<file path="src/rtl/md_unit_pkg.sv">
// Shared definitions for the iterative multiply/divide unit: op encoding,
// FSM state encoding and iteration count.
package md_unit_pkg;

   localparam int MD_ITERS = 32;

   localparam logic [2:0] MD_OP_MULT  = 3'd0;
   localparam logic [2:0] MD_OP_MULTU = 3'd1;
   localparam logic [2:0] MD_OP_DIV   = 3'd2;
   localparam logic [2:0] MD_OP_DIVU  = 3'd3;
   localparam logic [2:0] MD_OP_MTHI  = 3'd4;
   localparam logic [2:0] MD_OP_MTLO  = 3'd5;

   typedef enum logic [1:0] {
      S_IDLE = 2'd0,
      S_CALC = 2'd1,
      S_FIX  = 2'd2
   } md_state_e;

endpackage

</file>
<file path="src/rtl/md_div_core.sv">
// Restoring-division datapath for md_unit: partial remainder, quotient shift
// register and the subtract/restore step, sequenced by the parent FSM.
module md_div_core #(
   parameter int WIDTH = 32
) (
   input  logic             clk,
   input  logic             rst_n,
   input  logic             load,
   input  logic             step,
   input  logic [WIDTH-1:0] dividend,
   input  logic [WIDTH-1:0] divisor,
   output logic [WIDTH-1:0] quotient,
   output logic [WIDTH-1:0] remainder
);

   logic [WIDTH-1:0] rem_q;
   logic [WIDTH-1:0] quo_q;
   logic [WIDTH:0]   shifted;
   logic [WIDTH:0]   diff;

   // The dividend drains out of the quotient register's MSB as quotient bits enter its LSB.
   assign shifted = {rem_q, quo_q[WIDTH-1]};
   assign diff    = shifted - {1'b0, divisor};

   // NOTE: sequential state uses non-blocking (<=) so every register samples pre-edge values.
   always_ff @(posedge clk or negedge rst_n) begin
      if (!rst_n) begin
         rem_q <= '0;
         quo_q <= '0;
      end else if (load) begin
         rem_q <= '0;
         quo_q <= dividend;
      end else if (step) begin
         if (diff[WIDTH]) begin
            rem_q <= shifted[WIDTH-1:0];
            quo_q <= {quo_q[WIDTH-2:0], 1'b0};
         end else begin
            rem_q <= diff[WIDTH-1:0];
            quo_q <= {quo_q[WIDTH-2:0], 1'b1};
         end
      end
   end

   assign quotient  = quo_q;
   assign remainder = rem_q;

endmodule

</file>
<file path="src/rtl/md_unit.sv">
// Iterative MULT/MULTU/DIV/DIVU unit with private HI/LO registers.
// Optional MD_UNIT_FAST_MUL_EN: single-cycle combinational multiply.
import md_unit_pkg::*;

module md_unit #(
   parameter int WIDTH = MD_ITERS
) (
   input  logic             clk,
   input  logic             rst_n,
   input  logic             start,
   input  logic [2:0]       op,
   input  logic [WIDTH-1:0] rs_data,
   input  logic [WIDTH-1:0] rt_data,
   output logic             busy,
   output logic             done,
   output logic [WIDTH-1:0] hi,
   output logic [WIDTH-1:0] lo
);

   localparam int CNT_W = $clog2(WIDTH);
   localparam logic [CNT_W-1:0] LAST = CNT_W'(WIDTH - 1);

   md_state_e          state_q, state_d;
   logic               accept, mt_hi, mt_lo;
   logic [CNT_W-1:0]   cnt;
   logic [WIDTH-1:0]   a_mag, b_mag, rs_mag, rt_mag;
   logic               signed_op, rs_neg, rt_neg;
   logic               is_div, neg_res, neg_rem, div_zero;
   logic [2*WIDTH-1:0] acc, product, signed_prod;
   logic [WIDTH:0]     mul_sum;
   logic [WIDTH-1:0]   quo, rem, res_hi, res_lo;

   assign signed_op = (op == MD_OP_MULT) || (op == MD_OP_DIV);
   assign rs_neg    = signed_op & rs_data[WIDTH-1];
   assign rt_neg    = signed_op & rt_data[WIDTH-1];
   assign rs_mag    = rs_neg ? -rs_data : rs_data;
   assign rt_mag    = rt_neg ? -rt_data : rt_data;

   always_ff @(posedge clk or negedge rst_n) begin
      if (!rst_n) state_q <= S_IDLE;
      else        state_q <= state_d;
   end

   // NOTE: every always_comb output gets a default first so no path infers a latch.
   always_comb begin
      state_d = state_q;
      accept  = 1'b0;
      mt_hi   = 1'b0;
      mt_lo   = 1'b0;
      case (state_q)
         S_IDLE: if (start) begin
            if (op <= MD_OP_DIVU) begin
               accept  = 1'b1;
               state_d = S_CALC;
`ifdef MD_UNIT_FAST_MUL_EN
               if (op == MD_OP_MULT || op == MD_OP_MULTU) state_d = S_FIX;
`endif
            end else if (op == MD_OP_MTHI) begin
               mt_hi = 1'b1;
            end else if (op == MD_OP_MTLO) begin
               mt_lo = 1'b1;
            end
         end
         S_CALC:  if (cnt == LAST) state_d = S_FIX;
         S_FIX:   state_d = S_IDLE;
         default: state_d = S_IDLE;
      endcase
   end

   // Shift-add: add the multiplicand into the upper half when the multiplier LSB is set, then shift right.
   assign mul_sum = {1'b0, acc[2*WIDTH-1:WIDTH]} + (acc[0] ? {1'b0, a_mag} : '0);

   always_ff @(posedge clk or negedge rst_n) begin
      if (!rst_n) begin
         cnt      <= '0;
         acc      <= '0;
         a_mag    <= '0;
         b_mag    <= '0;
         is_div   <= 1'b0;
         neg_res  <= 1'b0;
         neg_rem  <= 1'b0;
         div_zero <= 1'b0;
      end else if (accept) begin
         cnt      <= '0;
         acc      <= {{WIDTH{1'b0}}, rt_mag};
         a_mag    <= rs_mag;
         b_mag    <= rt_mag;
         is_div   <= op[1];
         neg_res  <= rs_neg ^ rt_neg;
         neg_rem  <= rs_neg;
         div_zero <= (rt_data == '0);
      end else if (state_q == S_CALC) begin
         cnt <= cnt + CNT_W'(1);
         acc <= {mul_sum, acc[WIDTH-1:1]};
      end
   end

   md_div_core #(.WIDTH(WIDTH)) u_div (
      .clk       (clk),
      .rst_n     (rst_n),
      .load      (accept),
      .step      (state_q == S_CALC),
      .dividend  (rs_mag),
      .divisor   (b_mag),
      .quotient  (quo),
      .remainder (rem)
   );

`ifdef MD_UNIT_FAST_MUL_EN
   assign product = {{WIDTH{1'b0}}, a_mag} * {{WIDTH{1'b0}}, b_mag};
`else
   assign product = acc;
`endif
   assign signed_prod = neg_res ? -product : product;

   // Remainder restored to the dividend's sign also yields hi = rs_data on divide-by-zero.
   always_comb begin
      res_hi = signed_prod[2*WIDTH-1:WIDTH];
      res_lo = signed_prod[WIDTH-1:0];
      if (is_div) begin
         res_hi = neg_rem ? -rem : rem;
         res_lo = div_zero ? '1 : (neg_res ? -quo : quo);
      end
   end

   always_ff @(posedge clk or negedge rst_n) begin
      if (!rst_n) begin
         hi   <= '0;
         lo   <= '0;
         busy <= 1'b0;
         done <= 1'b0;
      end else begin
         busy <= (state_d != S_IDLE);
         done <= (state_q == S_FIX);
         if (state_q == S_FIX) begin
            hi <= res_hi;
            lo <= res_lo;
         end else if (mt_hi) begin
            hi <= rs_data;
         end else if (mt_lo) begin
            lo <= rs_data;
         end
      end
   end

endmodule

</file>
<file path="config.mk">
export PLATFORM = sky130hd
export DESIGN_NAME = md_unit
export DESIGN_NICKNAME = d
export VERILOG_FILES = /design/src/rtl/md_unit_pkg.sv /design/src/rtl/md_div_core.sv /design/src/rtl/md_unit.sv
export SDC_FILE = /design/constraint.sdc
export NUM_CORES = 1
export LEC_CHECK = 0
export BUFFER_PORTS_ARGS = -buffer_cell sky130_fd_sc_hd__clkbuf_2
export CELL_PAD_IN_SITES_DETAIL_PLACEMENT = 2
export CELL_PAD_IN_SITES_GLOBAL_PLACEMENT = 2
export CORE_ASPECT_RATIO = 1.1
export CORE_UTILIZATION = 41
export DETAILED_ROUTE_END_ITERATION = 10
export PLACE_DENSITY_LB_ADDON = 0.1
export SLEW_MARGIN = 20
export SYNTH_ARGS = -nofsm -noshare
export SYNTH_HDL_FRONTEND = slang
export SYNTH_SLANG_ARGS = --single-unit
</file>
<file path="constraint.sdc">
create_clock -name clk -period 4.96 [get_ports clk]
set_clock_uncertainty 0.05 [all_clocks]
set_input_delay 0.496 -clock clk [delete_from_list [all_inputs] [get_ports clk]]
set_output_delay 0.496 -clock clk [all_outputs]
set_load 0.1 [all_outputs]
</file>
### Yosys cells after proc, flatten, opt, wreduce, memory -nomap -nowiden

Cells that the tools add are included.

| word-level totals | value |
|---|---|
| bits in registers | 269 |
| input port bits | 70 |
| word-level logic and storage cells | 83 |

| cells by class | value |
|---|---|
| $add $sub $neg | 8 |
| $lt $le $gt $ge | 1 |
| equal/unequal tests | 7 |
| mux-type cells | 40 |
| bitwise operators | 3 |
| reduce and logical (&&, ||, !) cells | 9 |

Operators by type and width:

| operator | number |
|---|---|
| 32-bit two-way mux | 18 |
| 64-bit two-way mux | 3 |
| 32-bit negator | 4 |
| 64-bit negator | 1 |
| 32-bit by 32-bit adder with 33-bit output | 1 |
| 33-bit by 32-bit subtractor with 33-bit output | 1 |
| 32-bit zero test | 1 |
| 1-bit two-way mux | 13 |
| 5-bit two-way mux | 2 |
| 2-bit nonzero test | 4 |
| 3-bit equality test, second input constant | 2 |
| 2-bit two-way mux | 3 |
| 5-bit by 1-bit adder with 5-bit output, second input constant | 1 |
| 5-bit equality test, second input constant | 1 |
| 2-bit one-hot mux with 2 select lines | 1 |
| 3-bit by 2-bit equality test with 1-bit output, second input constant | 1 |
| 3-bit by 2-bit <= comparator with 1-bit output, second input constant | 1 |
| 3-bit zero test | 1 |
| 1-bit bitwise AND | 2 |
| 2-bit by 1-bit equality test with 1-bit output, second input constant | 1 |
| 2-bit equality test, second input constant | 1 |
| 2-bit zero test | 1 |
| 2-bit by 1-bit inequality test with 1-bit output, second input constant | 1 |
| 2-bit AND reduction | 1 |
| 2 further kinds | 2 |

### Depth between registers and ports, before layout

Gate-level depths: netlist of the first run.

| depth | value |
|---|---|
| depth after elaboration | 9 |
| mapped depth | 13 |

### Hierarchy

From an unflattened synthesis of the first run, not the netlist that was laid out.

| unflattened totals | value |
|---|---|
| cells, all modules | 2429 |
| area total of the unflattened synthesis | 19715.2 um2 |

Modules (own cells, without submodules):

| module | instances | cells each | area each (um2) | seq. area each (um2) |
|---|---|---|---|---|
| md_unit | 1 | 1826 | 14626.5 | 5129.9 |
| md_div_core | 1 | 603 | 5088.6 | 1601.5 |

### Worst setup path before layout of the first run

Ideal clock, no wire load.

| timing | value |
|---|---|
| path type | reg-to-reg |
| start | register acc[0] |
| end | register acc[61] |
| setup time | 133 ps |
| arrival | 2908 ps |
| required time | 4777 ps |
| path slack | 1869 ps |
| stages on the path, launching flop included | 14 |
| path buffers | 1 |
| cells stage by stage | dfrtp_1 -> clkbuf_1 -> and2_1 -> ha_1 -> fa_1 -> a21o_1 -> nand3_1 -> a31o_2 -> o211ai_1 -> a221oi_1 -> o21ai_0 -> a21oi_1 -> xor2_1 -> o21ai_0 |

| on the way | value |
|---|---|
| cells in the longest elaborated chain, start to end | 4 |

Ends and longest elaborated chain:

| item | line | RTL |
|---|---|---|
| from (decl) | md_unit.sv:29 | `logic [2*WIDTH-1:0] acc, product, signed_prod;` |
| from (signal assigned) | md_unit.sv:85 | `acc <= {{WIDTH{1'b0}}, rt_mag};` |
| from (signal assigned) | md_unit.sv:94 | `acc <= {mul_sum, acc[WIDTH-1:1]};` |
| 32-bit two-way mux | md_unit.sv:71 | `assign mul_sum = {1'b0, acc[2*WIDTH-1:WIDTH]} + (acc[0] ? {1'b0, a_mag} : '0);` |
| 32-bit by 32-bit adder with 33-bit output | md_unit.sv:71 |  |
| 64-bit two-way mux | md_unit.sv:92 | `end else if (state_q == S_CALC) begin` |
| 64-bit two-way mux | md_unit.sv:83 | `end else if (accept) begin` |

No other way between the ends. The select of a mux whose other input is x is not followed.
A chain may end at the register's enable or synchronous reset.

### Worst setup path in the final report of the first run

| timing | value |
|---|---|
| start | register acc[0] |
| end | register acc[62] |

The elaborated chain is that of the path after synthesis.

==> reports/qor.yml, run 1 <==
power_and_ir_drop:
  p_leak_nw: 9.27
  clock_power_share_pct: 15.0
  comb_power_share_pct: 57.8
  p_per_area_nw_per_um2: 848
  power_switching_w: 0.00968
  sequentialPowerShare_pct: 27.2
  total_power_w: 0.0179
  netSwitchingFraction_pct: 54.0
  peakVddDrop_v: 0.000388
  p_int_w: 0.00826
worst_setup_path:
  timing.rr.end: "acc[62]$_DFFE_PN0P_"
  crit-reg2reg-launch: "acc[0]$_DFFE_PN0P_"
  path_class: "register to register"
  path_max_fanout: 24
  cp.arrival_ps: 4520
  start_kind: "register"
  reg2reg_slack_ps: 820
  critPathRequiredTime_ps: 5340
  crit_path_end_kind: "register"
  r2r_cells: 11
floorplan:
  initial_core_util_pct: 41.9
  die-width_um: 206
  die_h_um: 226
  die_area_um2: 46700
  rows: 81
  coreArea_um2: 44800
  io_pins: 136
routing:
  antenna_left: 0
  num_vias: 18415
  wl_per_cell_um: 28.3
  wl_um: 81600
  via_per_inst: 6.39
  dr.pass1.iters: 7
  drtIter0Drc: 1280
  route.detailed.drc: 0
grt:
  grt_pass1_vias: 19826
  grt_pass1_wl_um: 123000
  antenna_found_initial: 1
  grt_overflow: 0
  grt_usage_pct: 35.2
  grt_max_degree: 99
cts:
  cts_resized: 0
  root_buffer: "clkbuf_16"
  cts_tree: "built"
  ctsLongestPathBuffers: 3
  clkLatencyLatePin_ps: 570
  clkSlewWorstSetupHoldPaths_ps: 60
  cts_hold_buf: 1
  h-tree-depth: 2
  clock_sinks: 269
  post_cts_buffers: 0
  numCtsBuffers: 35
placed_design:
  placed_area_um2: 20000
  port_buffers: 135
  hpwl_um: 59800
  gp_congestion: 0.930
synth:
  ys_seq_area_share_pct: 35.9
  synthMostInstantiatedCell: "dfrtp_1"
  synth_top_area_share_pct: 35.9
  ys_top_cells_by_count: "dfrtp_1 (269), nand2_1 (224), a21oi_1 (201)"
  yosys.area.top_type: "dfrtp_1"
  async_reset_ff_share_pct: 100
  synth_cells: 2213
  syn_area_um2: 18800
  synth_nets: 2356
  avgSynthCellArea_um2: 8.48
  synth_top_flop_cell: "dfrtp_1"
  yosys-top-cells-area: "dfrtp_1 (36%), xnor2_1 (6.0%), a21oi_1 (5.4%), o21ai_0 (5.0%), ha_1 (4.7%)"
  yosysWarnings: 0
  ys_ff_latch: 269
  netlist-cell-type-count: 75
  synth-edff-count: 0
sta:
  maxSlewHeadroom_pct: 25.3
  rsz0062_at_grt: "no"
  hold_viol_final: 0
  fin_crit_sh_pct: 83.4
  maxSlewViolCount: 0
  timing.fmax_ghz: 0.242
  worst_pin_slew_ps: 1120
  final-setup-viol-count: 0
  tns_ps: 0
  period_needed_ps: 4140
finish:
  ff_latch_area_um2: 6730
  drive_above_1_share_pct: 11.7
  fin_nets: 2416
  syn2layout_area_growth_pct: 12.7
  fill_cells: 4982
  antennaDiodeCount: 0
  multi_input_area_um2: 11300
  fin_area_um2: 21200
run_status:
  outcome: "completed"
min_path:
  holdPathStages: 2
  hold_path_end: "div_zero$_DFFE_PN0P_"
  hp-start: "rt_data[31]"
  hold_class: "primary input to register"
run:
  max-cap-violations: 0
layer usage:
| metal | up-vias | track usage (%) | part of all wire [%] |
|---|---|---|---|
| met4 | 0 | 18.9 | 5.6 |
| met1 | 9558 | 44.4 | 42 |
| met2 | 551 | 59.2 | 48 |
| met3 | 176 | 3.55 | 4.4 |
| met5 | - | 0 | 0 |
| li1 | 8130 | - | - |
through the flow:
step | setup WS [ps] | instances | utilization, % | hold slack (ps)
finish | 822 | 2881 | 47.2 | 205
global placement | 1050 | 2816 | 44.5 | 404
floorplan | 1870 | 2213 | - | 150
CTS | 951 | 2881 | 47.2 | 168
global route | 621 | 2881 | 47.2 | 212
detailed placement | 986 | 2816 | 44.5 | 412
cell usage in the layout (no fill, tap or decap), types with 32 or more instances in the layout:
cell / count
dfrtp_1: 267
clkbuf_16: 36
o31ai_1: 50
ha_1: 71
clkbuf_2: 134
o21ai_0: 188
and3_1: 32
xnor2_1: 128
and2_1: 41
or3_1: 35
inv_1: 61
nand3_1: 44
a221o_1: 39
nand2_1: 224
xor2_1: 90
nor2_1: 165
a21oi_1: 201
mux2i_1: 33
a21o_1: 69
power groups by stage:
stage / Clock (W) / Sequential [W] / Combinational, W
after floorplan: 0 / 0.00579 / 0.00600
after CTS: 0.00272 / 0.00483 / 0.0103
after detailed placement: 0 / 0.00484 / 0.0102
final: 0.00269 / 0.00488 / 0.0104
after global routing: 0.00279 / 0.00499 / 0.0112
after global placement: 0 / 0.00474 / 0.00965
flip-flops by register name, summed over array words and instances (netlist names):
signal	flops
div_zero	1
done	1
u_div.remainder	32
neg_rem	1
state_q	2
lo	32
neg_res	1
b_mag	32
hi	32
u_div.quotient	32
busy	1
acc	64
is_div	1
a_mag	32
cnt	5
area by class of cell:
class	instances	area share, %
multi-input combinational	1743	53.6
sequential	269	31.8
clock buffer	52	5.02
timing repair buffer	162	4.39
tap	581	3.44
inverter	62	1.10
clock inverter	12	0.609
kinds of logic (layout without fill, tap and decap cells):
kind of cell	count (synthesis)	count (layout)	synth area share, %
simple gates	682	682	17.7
compound gates	730	730	25.2
mux	39	39	2.12
buf+inv	201	288	4.03
fa+ha+maj	73	73	4.95
flops	269	269	35.9
xor+xnor	219	219	10.2
worst max-delay path, stage by stage, from the launching register on:
cell,delay [ps]
dfrtp_1,920
and2_1,240
ha_1,310
a21oi_1,330
o21ai_0,240
a211oi_1,380
o221ai_1,270
a2111oi_0,420
nor2_1,80
a21o_1,220
a21oi_1,170
mux2_2,350
worst max-delay path by stage:
stage | endpoint | slack, ps | from | depth (start not counted)
after global placement | acc[62]$_DFFE_PN0P_ | 1050 | acc[0]$_DFFE_PN0P_ | 12
after global routing | hi[16]$_DFFE_PN0P_ | 620 | acc[0]$_DFFE_PN0P_ | 11
after CTS | acc[62]$_DFFE_PN0P_ | 950 | acc[0]$_DFFE_PN0P_ | 11
after floorplan | acc[61]$_DFFE_PN0P_ | 1870 | acc[0]$_DFFE_PN0P_ | 13
final | acc[62]$_DFFE_PN0P_ | 820 | acc[0]$_DFFE_PN0P_ | 11
after detailed placement | acc[62]$_DFFE_PN0P_ | 990 | acc[0]$_DFFE_PN0P_ | 12
Note: power is estimated with default switching activity, not from simulation.
==> inputs of run 2 (changes only) <==
--- a/config.mk
+++ b/config.mk
@@ -9,7 +9,7 @@
 export CELL_PAD_IN_SITES_DETAIL_PLACEMENT = 2
 export CELL_PAD_IN_SITES_GLOBAL_PLACEMENT = 2
 export CORE_ASPECT_RATIO = 1.1
-export CORE_UTILIZATION = 41
+export CORE_UTILIZATION = 34
 export DETAILED_ROUTE_END_ITERATION = 10
 export PLACE_DENSITY_LB_ADDON = 0.1
 export SLEW_MARGIN = 20
==> constraint.sdc (replaced) <==
create_clock -name clk -period 3.46 [get_ports clk]
set_clock_uncertainty 0.05 [all_clocks]
set_input_delay 0.346 -clock clk [delete_from_list [all_inputs] [get_ports clk]]
set_output_delay 0.346 -clock clk [all_outputs]
set_load 0.1 [all_outputs]
==> reports/qor.yml, run 2 (same netlist as run 1, synthesis figures left out) <==
run_status:
  outcome: "completed"  # unchanged
worst_setup_path:
  r2r_cells: 12  # was 11
  worstPathCellList: "buf_4 > and2_1 > ha_1 > a21o_1 > a21oi_1 > o31a_1 > o221ai_2 > a2111oi_2 > nor2_1 > a21o_1 > a21oi_1 > mux2_2"  # was and2_1 > ha_1 > a21oi_1 > o21ai_0 > a211oi_1 > o221ai_1 > a2111oi_0 > nor2_1 > a21o_1 > a21oi_1 > mux2_2
  path_max_fanout: 4  # was 24
  crit_path_max_incr_delay_ps: 420  # was 920 ps
  cp.arrival_ps: 3720  # was 4520 ps
  path_class: "register to register"  # unchanged
  crit_family: "compound AO/OA/AOI/OAI gates"  # unchanged
  critPathBufInv: 1  # was 0
  critPathRequiredTime_ps: 3870  # was 5340 ps
  crit_path_end_kind: "register"  # unchanged
  timing.rr.end: "acc[62]$_DFFE_PN0P_"  # unchanged
  crit-reg2reg-launch: "acc[0]$_DFFE_PN0P_"  # unchanged
  reg2reg_slack_ps: 150  # was 820 ps
  crit_slowest_cell: "dfrtp_1"  # unchanged
  start_kind: "register"  # unchanged
floorplan:
  rows: 89  # was 81
  initial_core_util_pct: 34.7  # was 41.9%
  die_area_um2: 56200  # was 46700 um^2
  die_h_um: 248  # was 226 um
  io_pins: 136  # unchanged
  die-width_um: 226  # was 206 um
  coreArea_um2: 54100  # was 44800 um^2
routing:
  wl_um: 83200  # was 81600 um
  via_per_inst: 5.86  # was 6.39
  drtIter0Drc: 1079  # was 1280
  route.detailed.drc: 0  # unchanged
  antenna_left: 0  # unchanged
  dr.pass1.iters: 5  # was 7
  wl_per_cell_um: 26.8  # was 28.3 um
  num_vias: 18215  # was 18415
finish:
  drive_above_1_share_pct: 15.0  # was 11.7%
  fin_nets: 2500  # was 2416
  finalNonFillerCells: 3111  # was 2881
  largest_reg_flops: 64  # unchanged
  syn2layout_area_growth_pct: 17.7  # was 12.7%
  final_cell_mix: "dfrtp_1 (266), nand2_1 (224), a21oi_1 (201)"  # was dfrtp_1 (267), nand2_1 (224), a21oi_1 (201)
  top_register: "acc"  # unchanged
  final_common_cell: "dfrtp_1"  # unchanged
  antennaDiodeCount: 0  # unchanged
placed_design:
  port_buffers: 135  # unchanged
  dp_cells: 3044  # was 2816
  gp_congestion: 0.896  # was 0.930
  hpwl_um: 62300  # was 59800 um
grt:
  grt_max_degree: 91  # was 99
  antenna_found_initial: 0  # was 1
  grt_pass1_vias: 19700  # was 19826
  grt_overflow: 0  # unchanged
  grt_usage_pct: 29.7  # was 35.2%
  grt_pass1_wl_um: 126000  # was 123000 um
sta:
  hold_viol_final: 0  # unchanged
  timing.fmax_ghz: 0.302  # was 0.242 GHz
  rsz0062_at_grt: "no"  # unchanged
  fin_crit_sh_pct: 95.6  # was 83.4%
  period_needed_ps: 3310  # was 4140 ps
  tns_ps: 0  # unchanged
  maxSlewHeadroom_pct: 23.1  # was 25.3%
  maxSlewViolCount: 0  # unchanged
  final-setup-viol-count: 0  # unchanged
  worst_pin_slew_ps: 1150  # was 1120 ps
cts:
  cts_tree: "built"  # unchanged
  clock_sinks: 269  # unchanged
  clkLatencyLatePin_ps: 570  # about the same
  numCtsBuffers: 38  # was 35
  clkSlewWorstSetupHoldPaths_ps: 60  # about the same
  ctsLongestPathBuffers: 3  # unchanged
  root_buffer: "clkbuf_16"  # unchanged
  h-tree-depth: 2  # unchanged
power_and_ir_drop:
  p_leak_nw: 9.71  # was 9.27 nW
  p_per_area_nw_per_um2: 1190  # was 848 nW/um^2
  peakVddDrop_v: 0.000568  # was 0.000388 V
  total_power_w: 0.0263  # was 0.0179 W
min_path:
  hp-start: "op[0]"  # was rt_data[31]
  hold_class: "primary input to register"  # unchanged
  holdPathStages: 2  # unchanged
  hold_path_end: "neg_res$_DFFE_PN0P_"  # was div_zero$_DFFE_PN0P_
run:
  max-cap-violations: 0  # unchanged
[run 2: cell count changes in the layout (fill, tap and decap cells not counted), moves of 2 or more]
cell       delta
o21ai_1       +4
buf_12        +5
a211oi_2      +2
a221oi_1      -2
a211oi_1      -2
buf_4        +76
clkbuf_1      +5
clkbuf_16     +3
o21ai_0       -4
clkinv_2      -4
a221oi_2      +2
[run 2: worst max-delay path by stage]
stage,slack [ps],cells past startpoint,end,from
final,150,12,acc[62]$_DFFE_PN0P_,acc[0]$_DFFE_PN0P_
after global placement,120,11,hi[30]$_DFFE_PN0P_,u_div.remainder[0]$_DFFE_PN0P_
after floorplan,370,13,acc[61]$_DFFE_PN0P_,acc[0]$_DFFE_PN0P_
after global routing,7,12,acc[62]$_DFFE_PN0P_,acc[0]$_DFFE_PN0P_
after CTS,10,12,acc[62]$_DFFE_PN0P_,acc[0]$_DFFE_PN0P_
after detailed placement,30,12,acc[62]$_DFFE_PN0P_,acc[0]$_DFFE_PN0P_
[run 2: final cells by class]
cell class,count,area (um^2)
Clock buffer,59,1140
Clock inverter,7,82.6
Fill cell,6111,32000
Inverter,62,233
Multi-Input combinational cell,1743,11400
Sequential cell,269,6740
Tap cell,728,911
Timing Repair Buffer,243,1600
[run 2: metrics by stage]
step	setup slack, ps	hold slack [ps]	util, %	area (um^2)
global route	6.59	52.2	40.8	22100
detailed placement	27.9	397	38.5	20800
global placement	115	389	38.5	20800
CTS	12.9	31.9	40.7	22000
floorplan	369	0.409	-	18800
finish	153	58.2	40.8	22100
[run 2: what timing repair did]
action / in CTS / in global routing
setup endpoints to repair: 0 / 34
endpoints found under the hold margin: 85 / 0
hold buffers: 1 / 0
resized for setup: 0 / 17
buffers inserted: 0 / 0
[run 2: layer usage]
| layer | GRT usage [%] | vias to the layer above | part of all wire, % |
|---|---|---|---|
| li1 | - | 8287 | - |
| met1 | 38.3 | 9455 | 44 |
| met2 | 50.3 | 354 | 49 |
| met3 | 3.49 | 119 | 3.6 |
| met4 | 11.3 | 0 | 3.9 |
| met5 | 0 | - | 0 |
[run 2: report_power, final]
group	switching, W	internal [W]	total [W]
sequential	0.00183	0.00469	0.00652
combinational	0.0104	0.00545	0.0159
clock	0.00163	0.00234	0.00397
==> inputs of run 3 (changes only) <==
--- a/config.mk
+++ b/config.mk
@@ -9,6 +9,7 @@
 export CELL_PAD_IN_SITES_DETAIL_PLACEMENT = 2
 export CELL_PAD_IN_SITES_GLOBAL_PLACEMENT = 2
 export CORE_ASPECT_RATIO = 1.1
+export CORE_MARGIN = 2
 export CORE_UTILIZATION = 34
 export DETAILED_ROUTE_END_ITERATION = 10
 export PLACE_DENSITY_LB_ADDON = 0.1
==> reports/qor.yml, run 3 (same netlist as run 1, synthesis figures left out) <==
sta:
  maxSlewHeadroom_pct: 25.5  # was 23.1%
  timing.fmax_ghz: 0.301  # was 0.302 GHz
  holdWs_ps: 80.7  # was 58.2 ps
  rsz0062_at_grt: "no"  # unchanged
  period_needed_ps: 3330  # was 3310 ps
  hold_viol_final: 0  # unchanged
  final-setup-viol-count: 0  # unchanged
  tns_ps: 0  # unchanged
  fin_crit_sh_pct: 96.1  # was 95.6%
  maxSlewViolCount: 0  # unchanged
  worst_pin_slew_ps: 1120  # was 1150 ps
min_path:
  hp-start: "rt_data[30]"  # was op[0]
  hold_class: "primary input to register"  # unchanged
cts:
  ctsLongestPathBuffers: 3  # unchanged
  numCtsBuffers: 36  # was 38
  h-tree-depth: 2  # unchanged
  cts_tree: "built"  # unchanged
  clock_sinks: 269  # unchanged
  clkLatencyLatePin_ps: 560  # was 570 ps
  root_buffer: "clkbuf_16"  # unchanged
  clkSlewWorstSetupHoldPaths_ps: 60  # about the same
routing:
  antenna_left: 0  # unchanged
  wl_um: 83800  # was 83200 um
  route.detailed.drc: 0  # unchanged
  via_per_inst: 5.84  # was 5.86
  num_vias: 18275  # was 18215
  dr.pass1.iters: 5  # unchanged
  drtIter0Drc: 1256  # was 1079
  wl_per_cell_um: 26.8  # about the same
grt:
  grt_overflow: 0  # unchanged
  grt_pass1_wl_um: 127000  # was 126000 um
  grt_pass1_vias: 19640  # was 19700
  grt_max_degree: 87  # was 91
  antenna_found_initial: 3  # was 0
  grt_usage_pct: 29.1  # was 29.7%
finish:
  largest_reg_flops: 64  # unchanged
  finalNonFillerCells: 3127  # was 3111
  final_common_cell: "dfrtp_1"  # unchanged
  top_register: "acc"  # unchanged
  antennaDiodeCount: 0  # unchanged
  finish.utilization_pct: 40.7  # was 40.8%
  final_cell_mix: "dfrtp_1 (267), nand2_1 (224), a21oi_1 (194)"  # was dfrtp_1 (266), nand2_1 (224), a21oi_1 (201)
  fin_nets: 2513  # was 2500
  drive_above_1_share_pct: 15.6  # was 15.0%
  syn2layout_area_growth_pct: 18.6  # was 17.7%
floorplan:
  io_pins: 136  # unchanged
  coreArea_um2: 54700  # was 54100 um^2
  initial_core_util_pct: 34.3  # was 34.7%
  die_h_um: 250  # was 248 um
  rows: 90  # was 89
  die_area_um2: 57100  # was 56200 um^2
  die-width_um: 228  # was 226 um
power_and_ir_drop:
  power_switching_w: 0.0139  # about the same
  netSwitchingFraction_pct: 52.6  # about the same
  p_per_area_nw_per_um2: 1190  # about the same
  comb_power_share_pct: 60.6  # was 60.2%
  peakVddDrop_v: 0.000442  # was 0.000568 V
  clock_power_share_pct: 14.6  # was 15.1%
  p_int_w: 0.0125  # about the same
  sequentialPowerShare_pct: 24.9  # was 24.8%
  p_leak_nw: 9.79  # was 9.71 nW
  total_power_w: 0.0264  # was 0.0263 W
worst_setup_path:
  start_kind: "register"  # unchanged
  path_max_fanout: 8  # was 4
  path_class: "register to register"  # unchanged
  startpoint: "acc[14]$_DFFE_PN0P_"  # was acc[0]$_DFFE_PN0P_
  crit_path_max_incr_delay_ps: 580  # was 420 ps
  worstPathCellList: "or4_4 > or4b_4 > nor4_4 > buf_4 > nand3_2 > or3b_1 > nand2_1 > xor2_1 > a21oi_1"  # was buf_4 > and2_1 > ha_1 > a21o_1 > a21oi_1 > o31a_1 > o221ai_2 > a2111oi_2 > nor2_1 > a21o_1 > a21oi_1 > mux2_2
  cp.arrival_ps: 3680  # was 3720 ps
  crit_slowest_cell: "or4_4"  # was dfrtp_1
  crit-reg2reg-launch: "acc[14]$_DFFE_PN0P_"  # was acc[0]$_DFFE_PN0P_
  crit_path_end_kind: "register"  # unchanged
  critPathRequiredTime_ps: 3820  # was 3870 ps
placed_design:
  port_buffers: 135  # unchanged
  hpwl_um: 64000  # was 62300 um
  dp_cells: 3064  # was 3044
  gp_congestion: 0.893  # was 0.896
run:
  max-cap-violations: 0  # unchanged
run_status:
  outcome: "completed"  # unchanged
[run 3: cell types whose count changed in the layout (fill, tap and decap cells not counted), moves of 3 or more]
cell and delta:
buf_4 +8, a21oi_1 -7, a21oi_2 +7, clkbuf_1 -6, buf_12 +5, o21ai_0 +3
o21ai_1 -3
[run 3: final cells by class]
cell class	instances	area, um^2
clock inverter	8	101
tap	736	921
multi-input combinational	1743	11400
sequential	269	6730
timing repair buffer	258	1780
inverter	62	233
clock buffer	51	1080
fill	6126	32500
[run 3: final timing paths]
check                                   endpoint  slack (ps)  depth (start not counted)
setup reg to reg              hi[31]$_DFFE_PN0P_         130                          9
hold reg to reg            a_mag[22]$_DFFE_PN0P_         420                          1
max in group asynchronous    acc[48]$_DFFE_PN0P_        2110                          3
setup / recovery              hi[31]$_DFFE_PN0P_         130                          9
min in group asynchronous      lo[7]$_DFFE_PN0P_         370                          2
hold / removal              div_zero$_DFFE_PN0P_          80                          3
[run 3: metal layers]
metal  GRT usage, %  part of all wire (%)
met1           38.1                    44
met2           50.1                    49
met3           3.18                   3.8
met4           9.34                   3.5
met5              0                     0
[run 3: power by group through the flow]
stage / Sequential (W) / Clock, W / Combinational [W]
final: 0.00657 / 0.00385 / 0.0160
after global routing: 0.00679 / 0.00403 / 0.0174
after detailed placement: 0.00659 / 0 / 0.0158
after CTS: 0.00656 / 0.00391 / 0.0159
after floorplan: 0.00830 / 0 / 0.00860
after global placement: 0.00649 / 0 / 0.0152
[run 3: critical path, delay by kind of cell, from the launching register on]
| kind | cells | cell delay, ps |
|---|---|---|
| and+or+nand+nor | 6 | 2180 |
| buffers and inverters | 1 | 200 |
| xor gates and xnor gates | 1 | 190 |
| AOI/OAI and AO/OA | 1 | 100 |
| DFF | 1 | 430 |
[run 3: metrics by stage]
step / area (um^2) / setup WS (ps)
2_1_floorplan: 18800 / 369
3_3_place_gp: 21000 / 162
3_5_place_dp: 21000 / -17.5
4_1_cts: 22200 / 18.5
5_1_grt: 22300 / 5.27
6_report: 22300 / 135
[run 3: what timing repair did]
action / CTS / global route
endpoints found under the setup margin: 1 / 20
pin swaps: 0 / 1
resized for setup: 1 / 20
buffers inserted: 0 / 1
hold buffers: 3 / 0
hold endpoints to repair: 81 / 0
